### config.mk
export PLATFORM = sky130hd
export DESIGN_NAME = hazard_unit
export DESIGN_NICKNAME = d
export VERILOG_FILES = /design/src/rtl/hazard_pkg.sv /design/src/rtl/hazard_match.sv /design/src/rtl/hazard_unit.sv
export SDC_FILE = /design/constraint.sdc
export NUM_CORES = 1
export LEC_CHECK = 0
export ABC_CLOCK_PERIOD_IN_PS = 3800
export CORE_ASPECT_RATIO = 0.9
export CORE_MARGIN = 2
export CORE_UTILIZATION = 52
export DETAILED_ROUTE_END_ITERATION = 8
export MAX_ROUTING_LAYER = met4
export PLACE_DENSITY = 0.9
export SLEW_MARGIN = 20
export SYNTH_ARGS = -nofsm -noshare
export SYNTH_HDL_FRONTEND = slang
export SYNTH_SLANG_ARGS = --single-unit
### constraint.sdc
create_clock -name clk -period 3.8 [get_ports clk]
set_input_delay 0.38 -clock clk [delete_from_list [all_inputs] [get_ports clk]]
set_output_delay 0.38 -clock clk [all_outputs]
set_load 0.01 [all_outputs]
### src/rtl/hazard_pkg.sv
// rtl/hazard_pkg.sv - shared optype encodings, forward selects and stage entry type
package hazard_pkg;

  // Decode drives these same encodings on hazard_optype.
  typedef enum logic [1:0] {
    NONE  = 2'b00,
    ALU   = 2'b01,
    LOAD  = 2'b10,
    STORE = 2'b11
  } optype_e;

  localparam logic [1:0] FWD_REG  = 2'd0;
  localparam logic [1:0] FWD_EX   = 2'd1;
  localparam logic [1:0] FWD_MEM  = 2'd2;
  localparam logic [1:0] FWD_LOAD = 2'd3;

  typedef struct packed {
    optype_e    optype;
    logic [4:0] rd;
    logic [4:0] rs2;
  } stage_t;

  // The youngest producer wins. An EX load cannot forward yet, so it selects the regfile.
  function automatic logic [1:0] fwd_select(input logic    ex_hit,
                                            input optype_e ex_op,
                                            input logic    mem_hit,
                                            input optype_e mem_op);
    logic [1:0] sel;
    sel = FWD_REG;
    if (ex_hit && (ex_op == ALU))        sel = FWD_EX;
    else if (ex_hit && (ex_op == LOAD))  sel = FWD_REG;
    else if (mem_hit && (mem_op == ALU)) sel = FWD_MEM;
    else if (mem_hit && (mem_op == LOAD)) sel = FWD_LOAD;
    return sel;
  endfunction

endpackage

### src/rtl/hazard_match.sv
// rtl/hazard_match.sv - source vs destination compare qualified by use and x0
module hazard_match (
  input  logic [4:0] rs,
  input  logic       src_use,
  input  logic [4:0] rd,
  output logic       hit
);

  assign hit = src_use && (rs == rd) && (rd != 5'd0);

endmodule

### src/rtl/hazard_unit.sv
// rtl/hazard_unit.sv - load-use stall, branch flush and operand forwarding control
module hazard_unit
  import hazard_pkg::*;
(
  input  logic       clk,
  input  logic       rst_n,
  input  logic [4:0] rs1_addr,
  input  logic [4:0] rs2_addr,
  input  logic [4:0] rd_addr,
  input  logic       rs1use,
  input  logic       rs2use,
  input  logic [1:0] hazard_optype,
  input  logic       Branch,
  output logic       PC_EN_IF,
  output logic       reg_FD_EN,
  output logic       reg_FD_flush,
  output logic       reg_DE_flush,
  output logic [1:0] forward_ctrl_A,
  output logic [1:0] forward_ctrl_B,
  output logic       forward_ctrl_ls
);

  stage_t     ex_q;
  stage_t     mem_q;
  optype_e    wb_op_q;
  logic [4:0] wb_rd_q;

  logic id_is_store;
  logic rs2_eff_use;
  logic a_ex_hit, a_mem_hit, b_ex_hit, b_mem_hit;
  logic stall_a, stall_b, stall;

  assign id_is_store = (hazard_optype == STORE);
  // Stores always read rs2 as their data operand, whatever decode says.
  assign rs2_eff_use = rs2use | id_is_store;

  hazard_match u_match_a_ex (
    .rs(rs1_addr), .src_use(rs1use), .rd(ex_q.rd), .hit(a_ex_hit)
  );
  hazard_match u_match_a_mem (
    .rs(rs1_addr), .src_use(rs1use), .rd(mem_q.rd), .hit(a_mem_hit)
  );
  hazard_match u_match_b_ex (
    .rs(rs2_addr), .src_use(rs2_eff_use), .rd(ex_q.rd), .hit(b_ex_hit)
  );
  hazard_match u_match_b_mem (
    .rs(rs2_addr), .src_use(rs2_eff_use), .rd(mem_q.rd), .hit(b_mem_hit)
  );

  // Store data behind a load is patched later in MEM from WB, so it never stalls.
  assign stall_a = a_ex_hit && (ex_q.optype == LOAD);
  assign stall_b = b_ex_hit && (ex_q.optype == LOAD) && !id_is_store;
  assign stall   = stall_a | stall_b;

  assign forward_ctrl_A = fwd_select(a_ex_hit, ex_q.optype, a_mem_hit, mem_q.optype);
  assign forward_ctrl_B = fwd_select(b_ex_hit, ex_q.optype, b_mem_hit, mem_q.optype);

  assign PC_EN_IF     = !stall;
  assign reg_FD_EN    = !stall;
  assign reg_DE_flush = stall;
  // A stalled branch compared stale operands; it is re-evaluated next cycle.
  assign reg_FD_flush = Branch && !stall;

  assign forward_ctrl_ls = (mem_q.optype == STORE) && (wb_op_q == LOAD) &&
                           (wb_rd_q == mem_q.rs2) && (wb_rd_q != 5'd0);

  // WB only ever acts as a load producer, so its rs2 field is not kept.
  always_ff @(posedge clk) begin
    if (!rst_n) begin
      ex_q    <= '{optype: NONE, rd: 5'd0, rs2: 5'd0};
      mem_q   <= '{optype: NONE, rd: 5'd0, rs2: 5'd0};
      wb_op_q <= NONE;
      wb_rd_q <= 5'd0;
    end else begin
      wb_op_q <= mem_q.optype;
      wb_rd_q <= mem_q.rd;
      mem_q   <= ex_q;
      if (stall) begin
        ex_q <= '{optype: NONE, rd: 5'd0, rs2: 5'd0};
      end else begin
        ex_q <= '{optype: optype_e'(hazard_optype), rd: rd_addr, rs2: rs2_addr};
      end
    end
  end

endmodule

# After elaboration in Yosys (flattened, before gate mapping)
# Cells that the tools add are included.
# totals
reg_bits	31
in_bits	22
# classes
n_eq_ne	12
mux	8
bitwise_logic	3
reduce_logical	27
# ops
operator	count
5-bit == test	5
1-bit logical AND	21
2-bit two-way mux	8
5-bit nonzero test	3
2-bit == test, second input constant	5
2-bit by 1-bit == test with 1-bit output, second input constant	2
1-bit zero test	2
1-bit bitwise OR	2
2-bit OR reduction	1
1-bit NOT	1

# Longest topological paths before layout
# logic_depth
word_depth	9
ltp_mapped	6

# By module
# From an unflattened synthesis, not the netlist that was laid out.
# hier_totals
hier_cells	139
hier_area_um2	1328.8
# modules_own_cells
module	cells_each	area_each_um2	instances
hazard_unit	99	1048.5	1
hazard_match	10	70.1	4

# Worst setup path after synthesis
# OpenSTA, ideal clock, no wires.
# synth_path
kind	input to output
startpoint	input rs1_addr[0]
endpoint	output reg_FD_flush
n_path_buf	1
t_arrival_ns	1.679
path_slack_ns	1.741
stages	5
path_cell_list	a221o_1 or4_4 a2bb2oi_4 buf_6 and2_1
# synth_between
elab_chain_cells	7
# synth_lines
element	line	source
start: declaration	hazard_unit.sv:7	input logic [4:0] rs1_addr,
5-bit == test	hazard_match.sv:9	assign hit = src_use && (rs == rd) && (rd != 5'd0);
1-bit logical AND (2 in a row)	hazard_match.sv:9	
1-bit logical AND	hazard_unit.sv:51	assign stall_a = a_ex_hit && (ex_q.optype == LOAD);
1-bit bitwise OR	hazard_unit.sv:53	assign stall = stall_a | stall_b;
1-bit zero test	--	
named net PC_EN_IF	hazard_unit.sv:14	output logic PC_EN_IF,
1-bit logical AND	hazard_unit.sv:62	assign reg_FD_flush = Branch && !stall;
end: declaration	hazard_unit.sv:16	output logic reg_FD_flush,
# The timed path passes the listed nets, and every way through them passes these cells.

# Worst setup path after layout
# layout_path
startpoint	register ex_q[8] (netlist bit)
endpoint	output reg_FD_flush
# layout_between
elab_chain_cells	8
# layout_lines
element	line	source
start: declaration	hazard_unit.sv:23	stage_t ex_q;
start signal: assignment	hazard_unit.sv:70	ex_q <= '{optype: NONE, rd: 5'd0, rs2: 5'd0};
start signal: assignment	hazard_unit.sv:79	ex_q <= '{optype: NONE, rd: 5'd0, rs2: 5'd0};
start signal: assignment	hazard_unit.sv:81	ex_q <= '{optype: optype_e'(hazard_optype), rd: rd_addr, rs2: rs2_addr};
5-bit == test	hazard_match.sv:9	
1-bit logical AND (2 in a row)	hazard_match.sv:9	
1-bit logical AND (2 in a row)	hazard_unit.sv:52	assign stall_b = b_ex_hit && (ex_q.optype == LOAD) && !id_is_store;
1-bit bitwise OR *	hazard_unit.sv:53	
1-bit zero test *	hazard_unit.sv:62	
1-bit logical AND *	hazard_unit.sv:62	
# Mark *: on every way between the ends. The rest lies on a longest branch, timed or not.

==> summary.txt <==
Global routing
  – Largest net degree at the start of global routing: 32
  – First-pass GRT wire length: 4588 microns
  – GRT Residual Overflow: 0
  – Total track usage: 21.63%
  – Initial antenna violation count: 0
  – Vias in the first global route: around 1100

Logic synthesis
  – Synth top area share: 46.01%
  – Netlist cell types: 30
  – Main synth FF type: dfxtp_1
  – Mapped Cells: roughly 140
  – EDFF count, synth: 0
  – Area contributors post-synth: dfxtp_1 46%, xnor2_1 11%, and2_1 9.3%, and3_1 5.6%, xor2_1 3.2%
  – Yosys reg bits: 31
  – Synth async-reset ratio: 0%
  – Mapped Avg Cell Area: 9.918 sq um
  – Post-synth top area cell: dfxtp_1
  – Post-Syn Nets: 158
  – Yosys warning total: 0
  – Post-synthesis instance area: around 0.0013 sq mm
  – Sequential share of the synthesized area: 46.01%

Power
  – VDD IR max: 0.2633 mV
  – LEAKAGE: 0.6805 nW
  – P per Cell Area: 380.4 mW/mm^2

Critical path
  – Worst setup path startpoint: ex_q[8]
  – Setup crit end: reg_FD_flush
  – Worst r2r src: ex_q[8]
  – Reg2reg path depth: 5
  – CP Data Required Time: 3.42 ns
  – Max FO, Critical Path: 16
  – R2R Setup Slk: 1.89 ns
  – CP arrival: 2.67 ns
  – CP startpoint kind: flip-flop
  – R2R Path End: ex_q[0]
  – Worst Setup Path Type: flip-flop to output port
  – Endpoint type of the worst setup path: output port

Drt
  – Vias: 1085
  – DRT Wirelength: 2854 microns
  – WL/cell: 14.49 microns
  – Antenna-violating nets left: 0
  – Vias per inst: about 5.5
  – DR DRC count: 0
  – DRT iter0 DRCs: 27
  – Pre-antenna DRT Iters: 4

Floorplan
  – Core area: 0.002467 sq mm
  – Die width: 57.69 microns
  – Initial Util: around 55%
  – Die Height: 52.32 microns
  – Ports: 31
  – Row cnt: 17
  – Die Area: between 0.003 and 0.004 sq mm

CTS
  – Sink Count: 31
  – TritonCTS buffer count: 5
  – CTS tree: built
  – Clock Latency Late Sink: 0.34 ns
  – Clock Path Buffers: 2
  – Hold buffers post-CTS: 0
  – H-Tree Depth: 2
  – Setup bufs post-CTS: 0
  – Post_cts resized: 0
  – Clock-pin slew on the worst setup and hold paths: roughly 0.090 ns
  – Root buffer cell: clkbuf_4

Place
  – DPL Wire Length: around 2200 microns
  – PortBufs: 30
  – RD Place Congestion: 0.9203

Min path
  – Worst hold path class: flip-flop to flip-flop

Layout
  – Fillers: 187
  – Fin nets: 190
  – Final Util: 69.98%
  – Ant. Diodes: 0
  – Most frequent cells in the layout: 31 x dfxtp_1, 30 x clkdlybuf4s50_1, 20 x and2_1, 17 x xnor2_1, 12 x and3_1
  – Area delta synth->final: 28.02%
  – Share of cells above drive strength 1: 7.692%
  – Leading cell type in the layout, fill and taps excluded: dfxtp_1

STA
  – Worst Skew: around 0.012 ns
  – Slew @ Worst Pin: 0.7534 ns
  – Unrepaired setup endpoints after global routing: no
  – Final Slew Violations: 0
  – Hold Slack: ~0.44 ns
  – Period utilization: 80.37%
  – Final Setup Violations: 0
  – Final hold violations: 0
  – Slew HR: 49.62%
  – Setup tns final: 0 ns
  – Fmax: 0.3274 GHz
  – Crit path time final: slightly above 3 ns

Job
  – Max capacitance violation total: 0

Status
  – Outcome: finished, final reports clean
## sequential cells by signal (all words and copies together) (netlist names)
name and cells:
ex_q 12, mem_q 12, wb_op_q 2, wb_rd_q 5
## stage by stage
| step | cell area (sq um) | std cells | worst slack [ns] | power [mW] |
|---|---|---|---|---|
| floorplan | 1349 | 136 | 1.741 | 0.4011 |
| global placement | 1654 | 189 | 0.8323 | 0.4358 |
| detailed placement | 1654 | 189 | 0.8000 | 0.4407 |
| CTS | 1727 | 197 | 0.7612 | 0.6637 |
| global route | 1727 | 197 | 0.6039 | 0.6827 |
| finish | 1727 | 197 | 0.7458 | 0.6569 |
## synthesized netlist by cell type, types with 3 or more instances
master / number
and3_1: 12
or4_1: 3
and2_1: 20
xor2_1: 5
nand2b_1: 5
a21oi_1: 7
xnor2_1: 17
dfxtp_1: 31
nor4_1: 4
clkbuf_1: 3
## worst min path at each step
stage | startpoint | endpoint | slack, ns | cells past startpoint
floorplan | ex_q[0] | mem_q[0] | 0.41 | 1
global placement | ex_q[0] | mem_q[0] | 0.42 | 1
detailed placement | ex_q[0] | mem_q[0] | 0.43 | 1
CTS | ex_q[0] | mem_q[0] | 0.45 | 1
global route | ex_q[3] | mem_q[3] | 0.47 | 1
finish | ex_q[3] | mem_q[3] | 0.44 | 1
## per-layer routing
| metal | GRT usage (%) | part of all wire, % |
|---|---|---|
| met5 | - | 0 |
| met4 | 11.24 | 2.1 |
| met3 | 6.914 | 6.3 |
| met2 | 38.83 | 52 |
| met1 | 20.96 | 40 |
## where the power goes
| group | switching [mW] | internal, mW | total (mW) |
|---|---|---|---|
| logic | 0.0339 | 0.0488 | 0.0827 |
| clock network | 0.115 | 0.108 | 0.223 |
| registers | 0.0124 | 0.339 | 0.351 |
| total | 0.161 | 0.496 | 0.657 |
## critical path, cell delays in order, from the launching register on
cell and delay (ns):
dfxtp_1 0.36, or4_1 0.52, nor2_1 0.22, or4_4 0.20
a2bb2oi_4 0.32, and2_1 0.18, clkdlybuf4s50_1 0.53
## final cells by class
type                    instances  area (sq um)  share of cell area, %
clock buffers                   7         65.06                  3.768
clock inverters                 1         7.507                 0.4348
inverters                       4         15.01                 0.8696
multi-input cells              96         683.2                  39.57
flip-flops and latches         31         620.6                  35.94
well taps                      28         35.03                  2.029
repair buffers                 30         300.3                  17.39
## kinds of logic (layout without fill, tap and decap cells)
| logic type | count (synthesis) | after routing | share of synthesized area, % |
|---|---|---|---|
| AND/OR/NAND/NOR | 59 | 59 | 27.83 |
| multiplexers | 1 | 1 | 0.7421 |
| XOR/XNOR | 22 | 22 | 14.29 |
| flip-flops | 31 | 31 | 46.01 |
| buffers and inverters | 9 | 42 | 3.340 |
| AO/OA/AOI/OAI | 14 | 14 | 7.792 |
No activity file was read; power rests on OpenSTA's default activity.
